**config.mk**
```make
export PLATFORM = sky130hd
export DESIGN_NAME = decode_stage
export DESIGN_NICKNAME = d
export VERILOG_FILES = /design/src/rtl/mips_pkg.sv /design/src/rtl/control_decoder.sv /design/src/rtl/decode_stage.sv
export SDC_FILE = /design/constraint.sdc
export NUM_CORES = 1
export LEC_CHECK = 0
export CAP_MARGIN = 15
export CORE_MARGIN = 10
export CORE_UTILIZATION = 49
export DETAILED_ROUTE_END_ITERATION = 7
export GPL_TIMING_DRIVEN = 0
export MAX_ROUTING_LAYER = met4
export PLACE_DENSITY = 0.95
export SETUP_SLACK_MARGIN = 0.5
export SYNTH_ARGS = -nofsm -noshare
export SYNTH_HDL_FRONTEND = slang
export SYNTH_SLANG_ARGS = --single-unit
```
**constraint.sdc**
```tcl
create_clock -name clk -period 9.3 [get_ports clk]
set_input_delay 2.79 -clock clk [delete_from_list [all_inputs] [get_ports clk]]
set_output_delay 2.79 -clock clk [all_outputs]
set_load 0.1 [all_outputs]
```
**src/rtl/mips_pkg.sv**
```systemverilog
// ============================================================================
// mips_pkg : opcode and ALU-op encodings shared by the decode stage.
// Revision : 1.0
// ============================================================================
`default_nettype none

package mips_pkg;

  localparam logic [5:0] OP_RTYPE = 6'h00;
  localparam logic [5:0] OP_J     = 6'h02;
  localparam logic [5:0] OP_BEQ   = 6'h04;
  localparam logic [5:0] OP_ADDI  = 6'h08;
  localparam logic [5:0] OP_LW    = 6'h23;
  localparam logic [5:0] OP_SW    = 6'h2B;

  localparam logic [1:0] ALU_ADD   = 2'b00;
  localparam logic [1:0] ALU_SUB   = 2'b01;
  localparam logic [1:0] ALU_FUNCT = 2'b10;

  // Opcodes that read rt as a source operand; only these can hit a load-use hazard on rt.
  function automatic logic reads_rt(input logic [5:0] op);
    return (op == OP_RTYPE) || (op == OP_SW) || (op == OP_BEQ);
  endfunction

endpackage

`default_nettype wire

```
**src/rtl/control_decoder.sv**
```systemverilog
// ============================================================================
// control_decoder : combinational opcode-to-control mapping for decode_stage.
// Revision : 1.0
// ============================================================================
`default_nettype none

module control_decoder
  import mips_pkg::*;
(
  input  logic       valid,
  input  logic [5:0] opcode,
  input  logic [4:0] rt,
  input  logic [4:0] rd,
  output logic [4:0] dest,
  output logic       reg_write,
  output logic       mem_read,
  output logic       mem_write,
  output logic       alu_src,
  output logic       mem_to_reg,
  output logic       branch,
  output logic       jump,
  output logic [1:0] alu_op,
  output logic       illegal
);

  always_comb begin
    dest       = 5'd0;
    reg_write  = 1'b0;
    mem_read   = 1'b0;
    mem_write  = 1'b0;
    alu_src    = 1'b0;
    mem_to_reg = 1'b0;
    branch     = 1'b0;
    jump       = 1'b0;
    alu_op     = ALU_ADD;
    illegal    = 1'b0;
    if (valid) begin
      case (opcode)
        OP_RTYPE: begin
          dest      = rd;
          reg_write = 1'b1;
          alu_op    = ALU_FUNCT;
        end
        OP_LW: begin
          dest       = rt;
          reg_write  = 1'b1;
          mem_read   = 1'b1;
          alu_src    = 1'b1;
          mem_to_reg = 1'b1;
        end
        OP_SW: begin
          mem_write = 1'b1;
          alu_src   = 1'b1;
        end
        OP_BEQ: begin
          branch = 1'b1;
          alu_op = ALU_SUB;
        end
        OP_ADDI: begin
          dest      = rt;
          reg_write = 1'b1;
          alu_src   = 1'b1;
        end
        OP_J:    jump = 1'b1;
        default: illegal = 1'b1;
      endcase
      // Writes to $zero are architecturally discarded.
      if (dest == 5'd0) reg_write = 1'b0;
    end
  end

endmodule

`default_nettype wire

```
**src/rtl/decode_stage.sv**
```systemverilog
// ============================================================================
// decode_stage : MIPS IF/ID register with valid/ready handshake and
//                load-use hazard stall.  Revision : 1.0
// ============================================================================
`default_nettype none

module decode_stage
  import mips_pkg::*;
(
  input  logic        clk,
  input  logic        rst_n,
  input  logic        if_valid,
  input  logic [31:0] if_instr,
  input  logic [31:0] if_pc,
  output logic        if_ready,
  input  logic        flush,
  input  logic        ex_mem_read,
  input  logic [4:0]  ex_rt,
  input  logic        ex_ready,
  output logic [4:0]  rf_rs,
  output logic [4:0]  rf_rt,
  output logic        id_out_valid,
  output logic [4:0]  id_dest,
  output logic [31:0] id_imm,
  output logic [31:0] id_pc,
  output logic        reg_write,
  output logic        mem_read,
  output logic        mem_write,
  output logic        alu_src,
  output logic        mem_to_reg,
  output logic        branch,
  output logic        jump,
  output logic [1:0]  alu_op,
  output logic        illegal
);

  logic        id_valid_q, id_valid_d;
  logic [31:0] instr_q, instr_d;
  logic [31:0] pc_q, pc_d;
  logic [5:0]  opcode;
  logic        hazard;
  logic        capture;
  logic        transfer;

  assign opcode = instr_q[31:26];
  assign rf_rs  = instr_q[25:21];
  assign rf_rt  = instr_q[20:16];
  assign id_imm = {{16{instr_q[15]}}, instr_q[15:0]};
  assign id_pc  = pc_q;

  // Load in EX writes a register the held instruction reads: insert a bubble.
  assign hazard = id_valid_q && ex_mem_read && (ex_rt != 5'd0) &&
                  ((ex_rt == rf_rs) || ((ex_rt == rf_rt) && reads_rt(opcode)));

  assign id_out_valid = id_valid_q && !hazard;
  assign if_ready     = !id_valid_q || (ex_ready && !hazard);
  assign capture      = if_valid && if_ready && !flush;
  assign transfer     = id_out_valid && ex_ready;

  always_comb begin
    id_valid_d = id_valid_q;
    instr_d    = instr_q;
    pc_d       = pc_q;
    if (flush) begin
      id_valid_d = 1'b0;
    end else if (capture) begin
      id_valid_d = 1'b1;
      instr_d    = if_instr;
      pc_d       = if_pc;
    end else if (transfer) begin
      id_valid_d = 1'b0;
    end
  end

  always_ff @(posedge clk or negedge rst_n) begin
    if (!rst_n) begin
      id_valid_q <= 1'b0;
      instr_q    <= 32'd0;
      pc_q       <= 32'd0;
    end else begin
      id_valid_q <= id_valid_d;
      instr_q    <= instr_d;
      pc_q       <= pc_d;
    end
  end

  control_decoder u_control_decoder (
    .valid      (id_valid_q),
    .opcode     (opcode),
    .rt         (instr_q[20:16]),
    .rd         (instr_q[15:11]),
    .dest       (id_dest),
    .reg_write  (reg_write),
    .mem_read   (mem_read),
    .mem_write  (mem_write),
    .alu_src    (alu_src),
    .mem_to_reg (mem_to_reg),
    .branch     (branch),
    .jump       (jump),
    .alu_op     (alu_op),
    .illegal    (illegal)
  );

endmodule

`default_nettype wire

```
* Word level (Yosys, flattened, before mapping) *
Index checks and enable logic that the tools add are counted.

storage, ports and cells
  logic and storage cells = 59
  bits in registers = 65
  output and inout bits = 91

cells by class
  mux-type cells = 23
  equality and inequality tests = 7
  bitwise operators = 1
  reductions and logical operators = 25

operators by type and width
  kind                                                             count
  1-bit two-way mux                                                18
  6-bit == test, second input constant                             2
  5-bit == test                                                    2
  5-bit two-way mux                                                2
  5-bit case mux with 2 select lines                               1
  1-bit logical AND                                                9
  6-bit by 2-bit == test with 1-bit output, second input constant  1
  6-bit by 3-bit == test with 1-bit output, second input constant  1
  6-bit by 4-bit == test with 1-bit output, second input constant  1
  6-bit zero test                                                  1
  3-bit OR reduction                                               2
  6-bit OR reduction                                               1
  5-bit zero test                                                  1
  5-bit nonzero test                                               1
  1-bit logical OR                                                 4
  2-bit case mux with 2 select lines                               1
  1-bit zero test                                                  3
  3-bit nonzero test                                               1
  2-bit two-way mux                                                1
  2-bit AND reduction                                              1
  2-bit OR reduction                                               1
  1-bit NOT                                                        1

* Logic depth before layout (Yosys ltp) *
  word-level depth = 13
  mapped depth = 8
  gate-level depth less buffers = 5

* Modules after synthesis *
Synthesis repeated with hierarchy kept, for this count alone.

second synthesis, totals
  cell total of the unflattened synthesis = 488
  area total of the unflattened synthesis = 4,440.5 µm²

modules (own cells, without submodules)
  module           instances  sequential area each (µm²)  cells each  area an instance (µm²)
  decode_stage     1          1,626.6                     442         4,182.8
  control_decoder  1          0.0                         46          257.7

* Worst setup path before layout *
Ideal clock, no wire load.

  path kind = flip-flop to output port
  start = reg id_valid_q
  end = out alu_op[0]
  required time = 6.510 ns
  path buffers = 3
  arrival time = 4.796 ns
  slack = 1.714 ns
  stages on the path, launching flop included = 6
  cell sequence = dfrtp_1 -> clkbuf_1 -> clkbuf_1 -> nand2b_1 -> nor4b_1 -> buf_4

on the way
  word-level cells in the longest chain between the ends = 1

ends and longest elaborated chain
  what                      line                   text
  start: declaration        decode_stage.sv:37     logic id_valid_q, id_valid_d;
  start signal: assignment  decode_stage.sv:81     id_valid_q <= id_valid_d;
  2-bit two-way mux         control_decoder.sv:37  if (valid) begin
  end: declaration          decode_stage.sv:33     output logic [1:0] alu_op,

No other way between the ends.

* Worst setup path in the final report *
  start = in ex_rt[0]
  end = out if_ready

on the way
  word-level cells in the longest chain between the ends = 7

ends and longest elaborated chain
  what                 line                text
  start: declaration   decode_stage.sv:18  input logic [4:0] ex_rt,
  5-bit == test        decode_stage.sv:53  ((ex_rt == rf_rs) || ((ex_rt == rf_rt) && reads_rt(opcode)));
  1-bit logical AND    decode_stage.sv:53
  1-bit logical OR     decode_stage.sv:53
  1-bit logical AND *  decode_stage.sv:52  assign hazard = id_valid_q && ex_mem_read && (ex_rt != 5'd0) &&
  1-bit zero test *    decode_stage.sv:56  assign if_ready = !id_valid_q || (ex_ready && !hazard);
  1-bit logical AND *  decode_stage.sv:56
  1-bit logical OR *   decode_stage.sv:56
  end: declaration     decode_stage.sv:15  output logic if_ready,

Every way passes the cells marked *; elsewhere a longest branch is shown, timed or not.

==> impl_metrics.csv <==
group,metric,value,unit
status,outcome,"finished clean",
die,initial_utilization,50.6,%
sta,fmax,0.115,GHz
logic_synthesis,synth_edf_count,0,
sta,timing.final.crit_share,93.7,%
global_routing,track_usage,24.0,%
logic_synthesis,synthMostInstantiatedCell,"nand2_1",
final_layout,drive_above_1_share,13.1,%
sta,slew_violations,0,
cts,clkLatencyLatePin,0.34,ns
global_routing,grt_antenna_before_repair,0,
logic_synthesis,synth.avg_cell_area,9.22,um^2
die,die_h,115,um
worst_hold_path,hp-start,"instr_q[7]",
cts,htree_levels,3,
worst_setup_path,crit_buf_inv,4,
logic_synthesis,yosysTopAreaCell,"dfrtp_1",
die,fp.dieArea,13300,um^2
logic_synthesis,ys.flop_type,"dfrtp_1",
sta,final.setup.tns,0,ns
global_routing,met3_usage,7.29,%
die,die_w,115,um
placement,dpl.hpwl,11.6,mm
logic_synthesis,yosys-top-cells-count,"67 x nand2_1, 65 x dfrtp_1, 64 x a21oi_1, 64 x a22o_1, 64 x a311o_1",
run,drv_cap,0,
final_layout,ff_latch_area,1630,um^2
logic_synthesis,synth_top_area_share,36.7,%
cts,clk_path_buf_depth,2,
global_routing,grt_max_degree,66,
pwr,clock_power_share,19.9,%
placement,placed_area,6230,um^2
worst_setup_path,required,6.51,ns
global_routing,met2_usage,38.4,%
final_layout,multi_input_area,2210,um^2
worst_setup_path,crit_fanout,10,
worst_setup_path,critPathKind,"in -> out",
final_layout,final_nets,734,
worst_setup_path,endpoint_kind,"output pin",
sta,skew,0.00636,ns
logic_synthesis,ys_seq_area_share,36.7,%
pwr,power_density,230,nW/um^2
sta,rsz0062_at_grt,"false",
sta,relSlewSlack,30.6,%
final_layout,antenna_cells,0,
worst_setup_path,arrival,5.92,ns
detailed_routing,ant_nets,0,
global_routing,grt_pass1_wl,25.4,mm
logic_synthesis,ys_ff_latch,65,
sta,hold_viol,0,
pwr,ir_drop,129,uV
worst_setup_path,start_kind,"input port",
cts,post-cts-setup-buffer-count,0,
detailed_routing,vias_per_cell,6.19,
worst_hold_path,min_path_type,"reg -> reg",
logic_synthesis,async_reset_ff_share,100,%
cts,cts_hold_buf,0,
worst_setup_path,worst_path_max_delay_cell,"clkdlybuf4s50_1",
worst_setup_path,cpPeakStageDelay,1.14,ns
sta,setup_viol,0,
detailed_routing,finalWirelength,15.9,mm
pwr,seqPwrFrac,25.9,%
die,num_rows,34,
final_layout,fin_area,6480,um^2
final_layout,fillers,632,
logic_synthesis,syn_area,4440,um^2
global_routing,grt_use_met1,27.9,%
sta,fin_crit,8.71,ns
worst_setup_path,crit_chain,"clkdlybuf4s50_1, or3_1, o311a_1, nand4_2, buf_4, buf_4, nand3_1, nand2_1, clkdlybuf4s50_1",
detailed_routing,drcViolationCount,0,
logic_synthesis,syn_inst,481,
die,io_pins,166,
worst_setup_path,setup.worst_path.start,"ex_rt[0]",
logic_synthesis,yosysWarnings,0,
pwr,netSwitchingFraction,49.2,%
cts,root_buffer,"clkbuf_8",
pwr,p_sw,733,uW
cts,cts_num_sinks,65,
pwr,power.internal,756,uW
pwr,p_comb_share,54.2,%
worst_setup_path,critPathTopFamily,"buffers and inverters",
cts,cts_tree,"built",
die,core_area,8760,um^2
logic_synthesis,synth_cell_types,36,
pwr,total_power,1490,uW
detailed_routing,drt-pass1-iter-count,7,
placement,gp_congestion,0.862,
pwr,power_leakage,0.00256,uW
global_routing,grt-ovfl-total,0,
detailed_routing,wl_per_cell,20.5,um
logic_synthesis,ys_top_cells_by_area,"dfrtp_1 37%, a311o_1 14%, a22o_1 13%",
detailed_routing,vias,4777,
detailed_routing,first_iter_violations,428,
worst_setup_path,r2r-start,"instr_q[19]",
cts,cts_buffers,9,
global_routing,grt.busiest_layer,"met2",
logic_synthesis,synth_nets,556,
cts,cts.reportedPaths.clkPinSlew,0.07,ns
sta,timing.hold.ws,0.633,ns
final_layout,areaGrowthSynthToFinish,46.0,%
sta,tightest_slew,1.04,ns
placement,portBuffers,165,
global_routing,grt_pass1_vias,4986,
-- per-layer routing --
layer / share of wire, % / up-vias / wire length (um)
met3: 10 / 25 / 1660
li1: - / 2171 / -
met2: 48 / 260 / 7670
met5: 0 / - / 0
met4: 2.1 / 0 / 340
met1: 39 / 2321 / 6190
-- final timing paths --
path / end / slack, ns / depth (start not counted)
max in group asynchronous: instr_q[17] / 6.18 / 1
hold / removal: instr_q[7] / 0.63 / 2
setup / recovery: if_ready / 0.59 / 9
hold reg to reg: instr_q[7] / 0.63 / 2
setup reg to reg: instr_q[1] / 7.04 / 7
min in group asynchronous: id_pc[7] / 2.55 / 1
-- power groups by stage --
| stage | Clock [uW] | Sequential, uW | Combinational (uW) |
|---|---|---|---|
| after floorplan | 0 | 552 | 438 |
| after global placement | 0 | 385 | 794 |
| after detailed placement | 0 | 388 | 808 |
| after CTS | 298 | 383 | 811 |
| after global routing | 311 | 392 | 838 |
| final | 296 | 385 | 808 |
-- cells in the final DEF, fill, tap and decap left out, types with 2 or more instances in the layout --
cell type / instances
dfrtp_1: 65
xor2_1: 8
clkdlybuf4s50_1: 163
nand2_1: 67
buf_4: 50
buf_2: 8
a21oi_1: 64
or3_1: 2
clkinvlp_4: 2
nand4_2: 2
nor2_1: 6
clkbuf_1: 35
or4_1: 2
clkbuf_8: 9
a311o_1: 64
nand2b_1: 2
bufinv_16: 3
and2_1: 2
nor3_2: 2
nand3_1: 2
nor3_1: 2
a22oi_1: 5
inv_1: 2
o21ai_0: 2
buf_6: 6
a22o_1: 64
nor4_1: 4
nor2b_1: 5
xnor2_1: 2
-- final cells by class --
class / instances / share of cell area [%]
Tap cell: 108 / 2.09
Clock buffer: 9 / 1.91
Sequential cell: 65 / 25.1
Inverter: 2 / 0.116
Multi-Input combinational cell: 318 / 34.1
Timing Repair Buffer: 167 / 25.7
Buffer: 96 / 9.18
Clock inverter: 7 / 1.84
-- through the flow --
step	setup WS, ns	std cells	util (%)
2_1_floorplan	1.71	481	-
3_3_place_gp	0.654	754	71.0
3_5_place_dp	0.591	755	71.1
4_1_cts	0.538	771	73.8
5_1_grt	0.521	772	73.9
6_report	0.588	772	73.9
-- worst register-to-register path, delay by kind of cell (launching register included) --
kind,cells,cell delay [ns]
AOI/OAI and AO/OA,1,0.32
xor gates and xnor gates,1,0.18
buffers and inverters,2,0.31
DFF,1,0.45
and+or+nand+nor,3,0.89
-- state kept, by name, indices dropped and copies added (netlist names) --
| signal | flops |
|---|---|
| instr_q | 32 |
| id_pc | 32 |
| id_valid_q | 1 |
-- logic make-up (layout without fill, tap and decap cells) --
logic type      Yosys count  count (layout)  share of synthesized area, %
simple gates            101             101                          10.7
compound gates          205             205                          36.6
buf+inv                  98             281                          13.6
fa+ha+maj                 1               1                         0.226
xor+xnor                 10              10                          1.97
mux                       1               1                         0.254
flops                    65              65                          36.7
-- repair_timing --
action	CTS	global route
setup endpoints to repair	0	1
endpoints found under the hold margin	0	0
resized for setup	0	1
Power figures use the tool's default switching activity.
